## config.mk

```make
export PLATFORM = sky130hd
export DESIGN_NAME = gb_cpu_interrupt_ctrl
export DESIGN_NICKNAME = d
export VERILOG_FILES = /design/src/rtl/gb_cpu_interrupt_ctrl.sv
export SDC_FILE = /design/constraint.sdc
export NUM_CORES = 1
export LEC_CHECK = 0
export ABC_AREA = 1
export CORE_ASPECT_RATIO = 0.75
export CORE_MARGIN = 5
export CORE_UTILIZATION = 30
export CTS_BUF_LIST = sky130_fd_sc_hd__clkbuf_8 sky130_fd_sc_hd__clkbuf_16
export CTS_CLUSTER_DIAMETER = 200
export DETAILED_ROUTE_END_ITERATION = 10
export GPL_TIMING_DRIVEN = 0
export SLEW_MARGIN = 40
export SYNTH_ARGS = -nofsm -noshare
export SYNTH_HDL_FRONTEND = slang
export SYNTH_SLANG_ARGS = --single-unit
export TNS_END_PERCENT = 1
```

## constraint.sdc

```tcl
create_clock -name clk -period 2.8 [get_ports clk]
set_clock_uncertainty 0.1 [all_clocks]
set_input_delay 0.28 -clock clk [delete_from_list [all_inputs] [get_ports clk]]
set_output_delay 0.28 -clock clk [all_outputs]
set_load 0.02 [all_outputs]
```

## src/rtl/gb_cpu_interrupt_ctrl.sv

```systemverilog
// GameBoy interrupt controller: IF/IE/IME state, HALT handling and the
// 5-M-cycle interrupt dispatch sequence that replaces an opcode fetch.
module gb_cpu_interrupt_ctrl #(
    parameter logic [7:0] VECTOR_BASE   = 8'h40,
    parameter logic [7:0] VECTOR_STRIDE = 8'h08
) (
    input  logic       clk,
    input  logic       reset_n,
    input  logic [4:0] irq_req,
    input  logic       if_wr_en,
    input  logic [4:0] if_wr_data,
    input  logic       ie_wr_en,
    input  logic [7:0] ie_wr_data,
    output logic [7:0] if_rd_data,
    output logic [7:0] ie_rd_data,
    input  logic       ei_exec,
    input  logic       reti_exec,
    input  logic       di_exec,
    input  logic       halt_exec,
    input  logic       instr_boundary,
    output logic       dispatch_active,
    output logic [2:0] dispatch_step,
    output logic [7:0] vector_addr,
    output logic       halted,
    output logic       halt_bug
);

    typedef enum logic [1:0] {
        ST_RUN,
        ST_HALT,
        ST_DISPATCH
    } state_t;

    localparam logic [2:0] VEC_NONE = 3'd5;

    state_t     state_q, state_d;
    logic [4:0] if_q, if_d;
    logic [7:0] ie_q, ie_d;
    logic       ime_q, ime_d;
    logic       ime_pending_q, ime_pending_d;
    logic [2:0] step_q, step_d;
    logic [2:0] vec_idx_q, vec_idx_d;
    logic       halt_bug_q, halt_bug_d;

    logic [4:0] pend;
    logic [2:0] pend_idx;
    logic       take_irq;
    logic [4:0] ack_mask;

    assign pend = ie_q[4:0] & if_q;

    always_comb begin
        pend_idx = VEC_NONE;
        for (int unsigned i = 0; i < 5; i++) begin
            if (pend[4 - i]) pend_idx = 3'(4 - i);
        end
    end

    always_comb begin
        state_d       = state_q;
        step_d        = step_q;
        vec_idx_d     = vec_idx_q;
        ime_d         = ime_q;
        ime_pending_d = ime_pending_q;
        halt_bug_d    = 1'b0;
        take_irq      = 1'b0;
        ack_mask      = '0;
        ie_d          = ie_wr_en ? ie_wr_data : ie_q;

        unique case (state_q)
            ST_RUN: begin
                if (instr_boundary) begin
                    // Dispatch decision uses the pre-boundary IME so EI's successor runs.
                    ime_d         = ime_q | ime_pending_q;
                    ime_pending_d = 1'b0;
                    if (ime_q && (pend != '0)) begin
                        take_irq = 1'b1;
                        state_d  = ST_DISPATCH;
                        step_d   = '0;
                    end else if (halt_exec) begin
                        if (!ime_q && (pend != '0)) halt_bug_d = 1'b1;
                        else                        state_d    = ST_HALT;
                    end
                end
            end
            ST_HALT: begin
                if (pend != '0) begin
                    if (ime_q) begin
                        take_irq = 1'b1;
                        state_d  = ST_DISPATCH;
                        step_d   = '0;
                    end else begin
                        state_d = ST_RUN;
                    end
                end
            end
            ST_DISPATCH: begin
                step_d = step_q + 3'd1;
                if (step_q == 3'd3) vec_idx_d = pend_idx;
                if (step_q == 3'd4) begin
                    step_d  = '0;
                    state_d = ST_RUN;
                    if (vec_idx_q < VEC_NONE) ack_mask = 5'b00001 << vec_idx_q;
                end
            end
            default: state_d = ST_RUN;
        endcase

        if (di_exec) begin
            ime_d         = 1'b0;
            ime_pending_d = 1'b0;
        end else begin
            if (reti_exec) ime_d         = 1'b1;
            if (ei_exec)   ime_pending_d = 1'b1;
        end
        if (take_irq) ime_d = 1'b0;

        if_d = ((if_wr_en ? if_wr_data : if_q) & ~ack_mask) | irq_req;
    end

    always_ff @(posedge clk) begin
        if (!reset_n) begin
            state_q       <= ST_RUN;
            if_q          <= '0;
            ie_q          <= '0;
            ime_q         <= 1'b0;
            ime_pending_q <= 1'b0;
            step_q        <= '0;
            vec_idx_q     <= VEC_NONE;
            halt_bug_q    <= 1'b0;
        end else begin
            state_q       <= state_d;
            if_q          <= if_d;
            ie_q          <= ie_d;
            ime_q         <= ime_d;
            ime_pending_q <= ime_pending_d;
            step_q        <= step_d;
            vec_idx_q     <= vec_idx_d;
            halt_bug_q    <= halt_bug_d;
        end
    end

    assign if_rd_data      = {3'b111, if_q};
    assign ie_rd_data      = ie_q;
    assign dispatch_active = (state_q == ST_DISPATCH);
    assign dispatch_step   = step_q;
    assign halted          = (state_q == ST_HALT);
    assign halt_bug        = halt_bug_q;
    assign vector_addr     = (vec_idx_q >= VEC_NONE) ? 8'h00
                           : VECTOR_BASE + VECTOR_STRIDE * {5'b00000, vec_idx_q};

endmodule

```

==> run metrics <==
number of library cell types mapped by synthesis=26; post-route clock period utilization=71.5%; Synth area leaders=sky130_fd_sc_hd__dfxtp_1 39%, sky130_fd_sc_hd__nand2_1 8.6%, sky130_fd_sc_hd__nor2_1 7.4%, sky130_fd_sc_hd__inv_1 6.1%, sky130_fd_sc_hd__a21oi_1 5.7%; Tightest Pin Transition=0.510 ns; wire length of the first global-routing pass=5.29 mm; outcome=finished, final reports clean; Cell Area, Synth=1220 um^2; # IOs=57; Clk pin slew, worst setup/hold paths=0.09 ns; Setup CP Type=flop to primary output; total global-route track usage=11.8%; final hold viol count=0; chain of cells forming the critical path=nor2_1 -> inv_1 -> nand2_1 -> nand2_1 -> inv_1 -> clkdlybuf4s50_1; number of core rows=20; Final Wtd Congestion=0.757; total negative setup slack=0 ns; Slew Viols, Final=0; Initial Util=30.6%; Worst path max stage delay=0.59 ns; Max H-tree Level=1; portion of synthesized cell area occupied by the leading cell type=39.2%; sequential share of the synthesized area=39.2%; largest net degree at the start of global routing=14; Num CTS Buffers=3; remaining global-route overflow=0; vias post-DR=1181; Placement Setup Slack=1.11 ns; CP arrival=1.62 ns; max-cap viol count=0; core region area=4000 um^2; Final Setup Violations=0; Post-layout nets=258; Final Power=0.000818 W; sw power=0.000231 W; cell internal power dissipation=0.000586 W; synthesized area divided by synthesized cell count=7.21 um^2; share of layout cells above drive strength 1=12.3%; Avg Vias per Cell=4.19; antenna violations before repair=0; maximum clock path buffer count=2; Layout fillers=429; CTS tree=yes; residual DRC count=0; setup repair after global routing missed its margin=no; leak pwr=0.809 nW; reg-to-reg setup timing slack=1.36 ns; biggest fanout along the worst timing path=6; Post-CTS Setup Repair Bufs=0; antenna cell count=0; detailed-route wire length=3.15 mm; Area Growth Syn to Fin=50.9%; Slew headroom=66.0%; nature of the critical path startpoint=flop; worst min-delay path class=primary input to flop; Worst path slowest cell=sky130_fd_sc_hd__clkdlybuf4s50_1; final design area excluding fillers=1850 um^2; Synth Instances=170; achievable frequency=0.500 GHz; Worst Setup End Kind=primary output; hold buffer count at CTS=0; proportion of power drawn by flip-flops and latches=46.1%; Die Outline Area=5470 um^2; vertical die dimension=65.3 um; detailed placement HPWL=2.46 mm; Num Clock Sinks=24; routed length per placed instance=11.2 um; Max rail drop VDD=0.214 mV; min Tclk post-route=2.00 ns; clock share of power=29.2%; iteration-0 DRC count of the detailed router=47; First-pass DRT Iterations=5; portion of total power attributed to combinational logic=24.6%; placed standard-cell area=1790 um^2; post-synthesis cell type with the largest combined area=sky130_fd_sc_hd__dfxtp_1; data required time of the critical path=2.42 ns; post-route antenna net violation count=0; root cell of the clock tree=sky130_fd_sc_hd__clkbuf_8; switching share of power=28.3%; count of synthesis-stage warnings from yosys=0; total of buffers placed on input and output ports=48; smallest setup slack after layout=0.799 ns; number of global-route vias before repair=1155; flip-flop and latch count after synthesis=24; latest clock arrival within the worst-skew pair=0.27 ns; PD cells=442 nW/um^2; Resize count post-CTS=0; Chip Width=83.8 um
[metal layers]
layer | wire [um] | vias to the layer above | track usage [%] | share of wire [%]
li1 | - | 640 | - | -
met1 | 1660 | 503 | 16.4 | 53
met2 | 1220 | 36 | 17.4 | 39
met3 | 252 | 2 | 4.89 | 8.0
met4 | 17 | 0 | 1.81 | 0.54
met5 | 0 | - | 0 | 0
[cell type report]
type	count	area, um^2	share of cell area (%)
flip-flops and latches	24	480	26.0
well taps	55	68.8	3.72
plain buffers	9	67.6	3.66
multi-input cells	119	609	33.0
repair buffers	48	480	26.0
clock buffers	4	55.1	2.98
inverters	23	86.3	4.67
[worst paths after layout]
kind | start | end | depth (start not counted)
max | vec_idx_q[0]$_SDFFE_PN1P_ | vector_addr[3] | 6
min | reset_n | state_q[0]$_SDFFE_PN0P_ | 3
max reg2reg | dispatch_step[0]$_SDFFE_PN0P_ | state_q[0]$_SDFFE_PN0P_ | 11
min reg2reg | ie_rd_data[5]$_SDFFE_PN0P_ | ie_rd_data[5]$_SDFFE_PN0P_ | 2
[sequential cells by signal, summed over array words and instances (netlist names)]
register	flops
dispatch_step	3
halt_bug	1
ie_rd_data	8
if_q	5
ime_pending_q	1
ime_q	1
state_q	2
vec_idx_q	3
[power by group through the flow]
stage	registers (W)	logic, W	clock network (W)
floorplan	0.000400	0.0000968	0
global placement	0.000385	0.000201	0
detailed placement	0.000385	0.000203	0
CTS	0.000378	0.000203	0.000246
global route	0.000381	0.000222	0.000259
finish	0.000377	0.000201	0.000239
[cell usage after synthesis]
| cell type | number |
|---|---|
| sky130_fd_sc_hd__a31oi_1 | 1 |
| sky130_fd_sc_hd__or2_1 | 1 |
| sky130_fd_sc_hd__dfxtp_1 | 24 |
| sky130_fd_sc_hd__nor2_4 | 2 |
| sky130_fd_sc_hd__o21ai_0 | 9 |
| sky130_fd_sc_hd__or2_0 | 1 |
| sky130_fd_sc_hd__nand2_2 | 4 |
| sky130_fd_sc_hd__nand3b_1 | 1 |
| sky130_fd_sc_hd__o211ai_1 | 1 |
| sky130_fd_sc_hd__nand4_2 | 1 |
| sky130_fd_sc_hd__o21ai_1 | 2 |
| sky130_fd_sc_hd__a211oi_1 | 1 |
| sky130_fd_sc_hd__conb_1 | 2 |
| sky130_fd_sc_hd__inv_1 | 20 |
| sky130_fd_sc_hd__clkbuf_1 | 1 |
| sky130_fd_sc_hd__nand2_1 | 28 |
| sky130_fd_sc_hd__nand3_1 | 12 |
| sky130_fd_sc_hd__ha_1 | 3 |
| sky130_fd_sc_hd__nor4_1 | 1 |
| sky130_fd_sc_hd__nor2_1 | 24 |
| sky130_fd_sc_hd__nor2_2 | 2 |
| sky130_fd_sc_hd__mux2_2 | 4 |
| sky130_fd_sc_hd__inv_2 | 3 |
| sky130_fd_sc_hd__a21oi_1 | 14 |
| sky130_fd_sc_hd__buf_6 | 1 |
| sky130_fd_sc_hd__buf_4 | 7 |
[cells by family after synthesis]
logic type	synth area share [%]
AND/OR/NAND/NOR	28.9
buffers and inverters	12.6
AO/OA/AOI/OAI	12.0
flip-flops	39.2
multiplexers	3.68
adder cells (fa/ha/maj)	3.06
other	0.613
[worst max-delay path, delay by kind of cell, from the launching register on]
family / cells / cell delay, ns
buffers and inverters: 3 / 0.72
flip-flops: 1 / 0.37
AND/OR/NAND/NOR: 3 / 0.25
[stage by stage]
stage,utilization (%),cells,hold slack [ns]
after floorplan,-,175,0.297
after global placement,44.8,278,0.378
after detailed placement,44.8,278,0.395
after CTS,46.2,282,0.157
after global routing,46.2,282,0.166
final,46.2,282,0.161
[placed cells by master (no fill, tap or decap), types with 2 or more instances in the layout]
cell type                         netlist  routed
sky130_fd_sc_hd__conb_1                 2       7
sky130_fd_sc_hd__nor2_4                 2       2
sky130_fd_sc_hd__nand3_1               12      12
sky130_fd_sc_hd__clkbuf_8               0       4
sky130_fd_sc_hd__o21ai_1                2       2
sky130_fd_sc_hd__nand2_2                4       4
sky130_fd_sc_hd__nor2_2                 2       2
sky130_fd_sc_hd__o21ai_0                9       9
sky130_fd_sc_hd__ha_1                   3       3
sky130_fd_sc_hd__inv_1                 20      20
sky130_fd_sc_hd__mux2_2                 4       4
sky130_fd_sc_hd__dfxtp_1               24      24
sky130_fd_sc_hd__buf_4                  7       7
sky130_fd_sc_hd__nor2_1                24      24
sky130_fd_sc_hd__a21oi_1               14      14
sky130_fd_sc_hd__clkdlybuf4s50_1        0      48
sky130_fd_sc_hd__nand2_1               28      28
sky130_fd_sc_hd__inv_2                  3       3
Note: power is estimated with default switching activity, not from simulation.
